--- src/rtl/ni_eject.sv ---
// rtl/ni_eject.sv - router local-port ejection interface: ingress FIFO, destination check, word stream out
module ni_eject #(
  parameter int LINK_WIDTH = 8,
  parameter int MESH_DIM   = 4,
  parameter int ROUTER_ID  = 0,
  parameter int FIFO_DEPTH = 4,
  parameter int SKID       = 2
) (
  input  logic                  clk,
  input  logic                  rst,
  input  logic [LINK_WIDTH-1:0] flit_in,
  input  logic                  flit_in_wr_en,
  output logic                  on_off,
  output logic [LINK_WIDTH-3:0] out_data,
  output logic                  out_valid,
  input  logic                  out_ready,
  output logic                  out_sop,
  output logic                  out_eop,
  output logic [15:0]           pkt_count,
  output logic                  err_dest,
  output logic                  err_proto,
  output logic                  err_ovf
);

  localparam int ADDR_W = $clog2(MESH_DIM * MESH_DIM);
  localparam int PTR_W  = $clog2(FIFO_DEPTH);
  localparam int CNT_W  = PTR_W + 1;

  localparam logic [1:0] IDLE = 2'd0;
  localparam logic [1:0] PASS = 2'd1;
  localparam logic [1:0] DROP = 2'd2;

  localparam logic [1:0] T_BODY = 2'b00;
  localparam logic [1:0] T_TAIL = 2'b01;
  localparam logic [1:0] T_HEAD = 2'b10;
  localparam logic [1:0] T_HT   = 2'b11;

  logic [LINK_WIDTH-1:0] r_mem [FIFO_DEPTH];
  logic [PTR_W-1:0]      r_wr_ptr;
  logic [PTR_W-1:0]      r_rd_ptr;
  logic [CNT_W-1:0]      r_count;
  logic [1:0]            r_state;

  logic                  w_empty;
  logic                  w_full;
  logic                  w_pop;
  logic                  w_push;
  logic                  w_ovf;
  logic [CNT_W-1:0]      w_count_next;
  logic [LINK_WIDTH-1:0] w_flit;
  logic [1:0]            w_type;
  logic                  w_dest_ok;

  logic [1:0]            w_next_state;
  logic                  w_load;
  logic                  w_sop;
  logic                  w_eop;
  logic                  w_pkt_inc;
  logic                  w_err_dest;
  logic                  w_err_proto;

  assign w_empty   = (r_count == '0);
  assign w_full    = (r_count == CNT_W'(FIFO_DEPTH));
  // DROP drains regardless of the core so a stalled consumer cannot wedge the link
  assign w_pop     = !w_empty && ((r_state == DROP) || !out_valid || out_ready);
  assign w_push    = flit_in_wr_en && (!w_full || w_pop);
  assign w_ovf     = flit_in_wr_en && w_full && !w_pop;
  assign w_count_next = r_count + CNT_W'(w_push) - CNT_W'(w_pop);

  assign w_flit    = r_mem[r_rd_ptr];
  assign w_type    = w_flit[LINK_WIDTH-1:LINK_WIDTH-2];
  assign w_dest_ok = (w_flit[ADDR_W-1:0] == ADDR_W'(ROUTER_ID));

  always_comb begin
    w_next_state = r_state;
    w_load       = 1'b0;
    w_sop        = 1'b0;
    w_eop        = 1'b0;
    w_pkt_inc    = 1'b0;
    w_err_dest   = 1'b0;
    w_err_proto  = 1'b0;
    if (w_pop) begin
      if (r_state == DROP) begin
        if (w_type[0]) w_next_state = IDLE;
      end else if (r_state == PASS && w_type == T_BODY) begin
        w_load = 1'b1;
      end else if (r_state == PASS && w_type == T_TAIL) begin
        w_load       = 1'b1;
        w_eop        = 1'b1;
        w_pkt_inc    = 1'b1;
        w_next_state = IDLE;
      end else begin
        // IDLE, or a head arriving inside an open packet: abandon it and start over
        if (r_state == PASS) w_err_proto = 1'b1;
        case (w_type)
          T_HEAD: begin
            if (w_dest_ok) begin
              w_load       = 1'b1;
              w_sop        = 1'b1;
              w_next_state = PASS;
            end else begin
              w_err_dest   = 1'b1;
              w_next_state = DROP;
            end
          end
          T_HT: begin
            w_next_state = IDLE;
            if (w_dest_ok) begin
              w_load    = 1'b1;
              w_sop     = 1'b1;
              w_eop     = 1'b1;
              w_pkt_inc = 1'b1;
            end else begin
              w_err_dest = 1'b1;
            end
          end
          default: begin
            w_err_proto  = 1'b1;
            w_next_state = IDLE;
          end
        endcase
      end
    end
  end

  always_ff @(posedge clk) begin
    if (w_push) r_mem[r_wr_ptr] <= flit_in;
  end

  always_ff @(posedge clk or negedge rst) begin
    if (!rst) begin
      r_wr_ptr  <= '0;
      r_rd_ptr  <= '0;
      r_count   <= '0;
      r_state   <= IDLE;
      on_off    <= 1'b1;
      out_data  <= '0;
      out_valid <= 1'b0;
      out_sop   <= 1'b0;
      out_eop   <= 1'b0;
      pkt_count <= '0;
      err_dest  <= 1'b0;
      err_proto <= 1'b0;
      err_ovf   <= 1'b0;
    end else begin
      if (w_push) r_wr_ptr <= r_wr_ptr + PTR_W'(1);
      if (w_pop)  r_rd_ptr <= r_rd_ptr + PTR_W'(1);
      r_count   <= w_count_next;
      r_state   <= w_next_state;
      on_off    <= ((FIFO_DEPTH - int'(w_count_next)) > SKID);
      err_dest  <= w_err_dest;
      err_proto <= w_err_proto;
      err_ovf   <= w_ovf;
      if (w_pkt_inc) pkt_count <= pkt_count + 16'd1;
      if (w_load) begin
        out_data  <= w_flit[LINK_WIDTH-3:0];
        out_sop   <= w_sop;
        out_eop   <= w_eop;
        out_valid <= 1'b1;
      end else if (out_ready) begin
        out_valid <= 1'b0;
      end
    end
  end

endmodule

--- config.mk ---
export PLATFORM = sky130hd
export DESIGN_NAME = ni_eject
export DESIGN_NICKNAME = d
export VERILOG_FILES = /design/src/rtl/ni_eject.sv
export SDC_FILE = /design/constraint.sdc
export NUM_CORES = 1
export LEC_CHECK = 0
export CAP_MARGIN = 20
export CORE_MARGIN = 8
export CORE_UTILIZATION = 45
export CTS_CLUSTER_SIZE = 25
export DETAILED_ROUTE_END_ITERATION = 10
export HOLD_SLACK_MARGIN = 0.15
export PLACE_DENSITY_LB_ADDON = 0.1
export SKIP_LAST_GASP = 1
export SYNTH_ARGS = -nofsm -noshare
export SYNTH_HDL_FRONTEND = slang
export SYNTH_SLANG_ARGS = --single-unit
--- constraint.sdc ---
create_clock -name clk -period 4.05 [get_ports clk]
set_clock_uncertainty 0.15 [all_clocks]
set_input_delay 0.405 -clock clk [delete_from_list [all_inputs] [get_ports clk]]
set_output_delay 0.405 -clock clk [all_outputs]
set_load 0.02 [all_outputs]
== After elaboration in Yosys (flattened, before gate mapping) ==
Memory sizes are Yosys's and may differ from the RTL's.
Cells that the tools add are included.
Word-level totals
  memory bits (writable): 32
  input port bits: 12
  memories kept: 1
  register bits after elaboration: 38
  word-level logic and storage cells: 85
Memory list
  r_mem: words 4, width 8, read ports 1, clocked after memory_dff 0, wr ports 1, line 38  | logic [LINK_WIDTH-1:0] r_mem [FIFO_DEPTH];
Cells by class
  add/sub/neg operators: 6
  equality and inequality tests: 8
  reductions and logical operators: 19
  mux-type cells: 37
  magnitude comparators: 1
Operators by type and width (number)
  1-bit two-way mux: 31
  16-bit by 1-bit adder with 16-bit output, second input constant: 1
  2-bit two-way mux: 6
  2-bit == test, second input constant: 3
  1-bit logical AND: 6
  2-bit by 1-bit adder with 2-bit output, second input constant: 2
  2-bit by 1-bit == test with 1-bit output, second input constant: 2
  4-bit by 3-bit greater-than comparator with 1-bit output, second input constant: 1
  1-bit zero test: 4
  4-bit zero test: 1
  2-bit != test, second input constant: 2
  3-bit by 3-bit subtractor with 4-bit output, first input constant: 1
  3-bit by 1-bit adder with 3-bit output: 1
  3-bit == test, second input constant: 1
  3-bit zero test: 1
  1-bit logical OR: 3
  3-bit AND reduction: 1
  3-bit by 1-bit subtractor with 3-bit output: 1
  2-bit zero test: 1
  2-bit nonzero test: 1
  2-bit OR reduction: 1

== Depth between registers and ports, before layout ==
  word-level depth: 10
  mapped depth: 14
  mapped depth without buffers: 12

== Least setup slack after synthesis ==
OpenSTA, ideal clock, no wires.
  path type: register -> register
  start: reg r_state[0]
  end: reg on_off
  cell stages (with the launch flop): 15
  setup slack: 1266 ps
  data required time: 3820 ps
  data arrival time: 2554 ps
  path buffers: 2
  cells stage by stage: dfrtp_1 buf_2 nor2b_1 nor2_1 or2_2 clkbuf_1 clkinv_1 ha_1 inv_1 ha_1 inv_1 fa_1 xnor2_1 xnor2_1 nor2_1
Between the ends
  cells in the longest elaborated chain, start to end: 10
Ends and longest elaborated chain
  from (decl): line 42  | logic [1:0] r_state;
  from (signal assigned): line 149  | r_state <= w_next_state;
  2-bit == test *: line 65  | assign w_pop = !w_empty && ((r_state == DROP) || !out_valid || out_ready);
  1-bit logical OR * (2 in series): line 65
  1-bit logical AND *: line 65
  net w_pop: line 46  | logic w_pop;
  1-bit logical OR: line 66  | assign w_push = flit_in_wr_en && (!w_full || w_pop);
  1-bit logical AND: line 66
  3-bit by 1-bit adder with 3-bit output: line 68  | assign w_count_next = r_count + CNT_W'(w_push) - CNT_W'(w_pop);
  3-bit by 1-bit subtractor with 3-bit output *: line 68
  net w_count_next[2]: line 49  | logic [CNT_W-1:0] w_count_next;
  3-bit by 3-bit subtractor with 4-bit output *: line 150  | on_off <= ((FIFO_DEPTH - int'(w_count_next)) > SKID);
  4-bit by 3-bit greater-than comparator with 1-bit output *: line 150
  to (signal assigned): line 150
  to (decl): line 13  | output logic on_off,
Mark *: on every way through the listed nets, which the timed path passes. The rest lies on a longest branch.
A chain may end at the register's enable or synchronous reset.

== Worst setup path after layout ==
  start: reg r_state[0]
  end: reg on_off
Between the ends
  cells in the longest elaborated chain, start to end: 10
Ends and longest elaborated chain (line)
  2-bit == test *: 65
  1-bit logical OR * (2 in series): 65
  1-bit logical AND *: 65
  1-bit logical OR: 66
  1-bit logical AND: 66
  3-bit by 1-bit adder with 3-bit output: 68
  3-bit by 1-bit subtractor with 3-bit output *: 68
  net w_count_next[2]: 49
  3-bit by 3-bit subtractor with 4-bit output *: 150
  4-bit by 3-bit greater-than comparator with 1-bit output *: 150
Marks and branches as above.

==> flow_summary_export.csv <==
group,metric,value,unit
status,outcome,"finished clean",
global_route,antenna_found_initial,0,
timing,min_period,2920,ps
timing,finalHoldViolCount,0,
die,die_area,9490,um^2
critical_path,startpoint_type,"register",
placement,portBuffers,40,
die,die_w,97.4,um
min_path,hold_path.class,"register to register",
global_route,grt_pass1_wl,8980,um
critical_path,r2r_cells,12,
synthesis,synth.net_count,223,
timing,fin_setup_tns,0,ps
synthesis,ys_seq_area_frac,0.641,
timing,fmax,342,MHz
synthesis,yosys.area_share.simple,0.116,
final_layout,nNetsFinal,271,
final_layout,syn2layout_area_growth,23.8,%
detailed_routing,wl_per_cell,16.1,um
timing,fin_crit_sh,0.721,
clock_network,ctsResizeCount,0,
synthesis,synth_top_family_by_area,"simple AND/OR/NAND/NOR gates",
critical_path,cp_data_required_time,4170,ps
clock_network,insertion_delay,340,ps
die,ios,41,
die,start_util,0.467,
placement,hpwl,3810,um
final_layout,fin_area,3690,um^2
global_route,grt_overflow,0,
final_layout,final_layout_size_suffix_gt1_frac,0.176,
final_layout,antenna-diode-count,0,
timing,slew-limit-headroom,0.431,
synthesis,synth_mux_area_frac,0.0830,
clock_network,cts_hold_buffers,1,
placement,place_ws,851,ps
detailed_routing,drt-total-wl,5370,um
critical_path,worstSetupPathType,"register to register",
critical_path,end_kind,"register",
global_route,grt_max_degree,39,
detailed_routing,via_count,1731,
synthesis,syn-cell-area,2980,um^2
die,num_rows,29,
clock_network,cts.sinks,70,
timing,rsz0062_at_grt,"no",
clock_network,htree_levels,3,
synthesis,synthAdderAreaFrac,0.0361,
placement,gp_congestion,0.807,
detailed_routing,viasPerCell,5.20,
clock_network,root_buffer,"clkbuf_8",
synthesis,synth_warnings,0,
critical_path,path_max_fanout,8,
die,fp.coreArea,6390,um^2
detailed_routing,antenna_left,0,
detailed_routing,first_pass_iters,4,
synthesis,synth_xor_area_frac,0.0616,
synthesis,postSynthAreaPerCell,14.7,um^2
clock_network,numCtsBuffers,9,
min_path,holdPathStages,1,
critical_path,cp.arrival,3040,ps
timing,worstMarginPinSlew,853,ps
global_route,grt_pass1_vias,1813,
timing,slew_violations,0,
clock_network,cts_max_path_buffers,2,
power_and_ir_drop,vdd_ir_drop_max,0.345,mV
clock_network,cts_setup_buffers,0,
synthesis,synthesis.instances,203,
power_and_ir_drop,p_leak,1.46,nW
global_route,grtUsageTotal,0.119,
power_and_ir_drop,power_per_cell_area,661,nW/um^2
clock_network,cts_tree,"done",
timing,finalSetupViolCount,0,
synthesis,synth_compound_area_frac,0.0403,
synthesis,synth.distinct_cells,34,
clock_network,clk_pin_slew,80,ps
timing,whs,318,ps
synthesis,ys_seq_elements,70,
detailed_routing,drc,0,
job,cap_violations,0,
die,die_h,97.4,um
timing,setup_ws,1130,ps
detailed_routing,drtIter0Drc,32,
placement,place_area,3450,um^2
## cells in the mapped netlist
cell type,number,area share
dfrtp_1,37,0.31
edfxtp_1,32,0.32
xnor2_1,15,0.044
nand2_1,13,0.016
nor2_1,13,0.016
inv_1,10,0.013
nand3_1,9,0.015
mux4_2,8,0.060
ha_1,7,0.029
nor3_2,7,0.023
mux2_2,6,0.023
xor2_1,6,0.018
and2_1,5,0.010
nand4_1,5,0.010
a21oi_1,4,0.0067
o21ai_0,4,0.0067
and3_1,2,0.0042
clkbuf_1,2,0.0025
nand2b_1,2,0.0042
o211a_4,2,0.012
a31oi_1,1,0.0021
buf_2,1,0.0017
buf_6,1,0.0038
clkinv_1,1,0.0013
dfstp_2,1,0.0088
fa_1,1,0.0067
nand3b_1,1,0.0025
nor2b_1,1,0.0021
nor3_1,1,0.0017
nor4_4,1,0.0071
o211ai_4,1,0.0071
o21ai_2,1,0.0029
o2bb2ai_1,1,0.0029
or2_2,1,0.0021
## kinds of logic (layout without fill, tap and decap cells)
| logic type | after synthesis | in the layout |
|---|---|---|
| xor gates and xnor gates | 21 | 21 |
| DFF | 70 | 70 |
| muxes | 14 | 14 |
| buffers and inverters | 15 | 68 |
| and+or+nand+nor | 61 | 61 |
| AOI/OAI and AO/OA | 14 | 14 |
| adders and majority gates | 8 | 8 |
## routing by layer
layer	global-route usage	vias up	routed length, um
met5	0	-	0
met4	0.0664	0	104
met3	0.0356	8	289
met2	0.192	42	2650
met1	0.138	861	2320
li1	-	820	-
## power by group
| group | internal, mW | switching [mW] |
|---|---|---|
| sequential | 0.921 | 0.133 |
| combinational | 0.354 | 0.397 |
| clock | 0.368 | 0.271 |
| total | 1.64 | 0.801 |
## through the flow
step	utilization	power (mW)	instances
2_1_floorplan	-	1.57	203
3_3_place_gp	0.541	1.82	316
3_5_place_dp	0.541	1.84	316
4_1_cts	0.578	2.48	333
5_1_grt	0.578	2.58	333
6_report	0.578	2.44	333
## path summary, 6_finish.rpt
check                      slack, ps                        end                      start
max in group asynchronous       2660    r_rd_ptr[0]$_DFFE_PN0P_                        rst
hold reg to reg                  320  pkt_count[15]$_DFFE_PN0P_  pkt_count[15]$_DFFE_PN0P_
min in group asynchronous        560  pkt_count[13]$_DFFE_PN0P_                        rst
setup reg to reg                1130           on_off$_DFF_PN1_     r_state[0]$_DFFE_PN0P_
setup / recovery                1130           on_off$_DFF_PN1_     r_state[0]$_DFFE_PN0P_
hold / removal                   320  pkt_count[15]$_DFFE_PN0P_  pkt_count[15]$_DFFE_PN0P_
## final cells by class
type / instances / area [um^2]
Clock buffer: 10 / 138
Tap cell: 77 / 96.3
Multi-Input combinational cell: 118 / 1010
Inverter: 11 / 41.3
Timing Repair Buffer: 41 / 405
Clock inverter: 6 / 93.8
Sequential cell: 70 / 1910
Fill cell: 534 / 2690
## worst max-delay path, stage by stage, from the launching register on
cell	delay, ps
dfrtp_1	480
nor2b_1	230
nor2_1	110
a31oi_1	500
inv_1	100
ha_1	290
inv_1	60
ha_1	130
inv_1	50
fa_1	370
xnor2_1	180
xnor2_1	160
nor2_1	60
## sequential cells by signal, indices dropped and copies added (netlist names)
signal     flops
on_off         1
pkt_count     16
err_dest       1
r_wr_ptr       2
out_sop        1
r_state        2
r_count        3
err_ovf        1
err_proto      1
r_rd_ptr       2
out_valid      1
r_mem         32
out_eop        1
out_data       6
## cells in the final DEF, fill, tap and decap left out, types with 6 or more instances in the layout
| cell | Yosys | final |
|---|---|---|
| nand3_1 | 9 | 9 |
| nor3_2 | 7 | 7 |
| nor2_1 | 13 | 13 |
| xor2_1 | 6 | 6 |
| mux4_2 | 8 | 8 |
| clkdlybuf4s50_1 | 0 | 39 |
| inv_1 | 10 | 10 |
| mux2_2 | 6 | 6 |
| xnor2_1 | 15 | 15 |
| edfxtp_1 | 32 | 32 |
| dfrtp_1 | 37 | 37 |
| nand2_1 | 13 | 13 |
| ha_1 | 7 | 7 |
| clkbuf_8 | 0 | 10 |
Note: power is estimated with default switching activity, not from simulation.
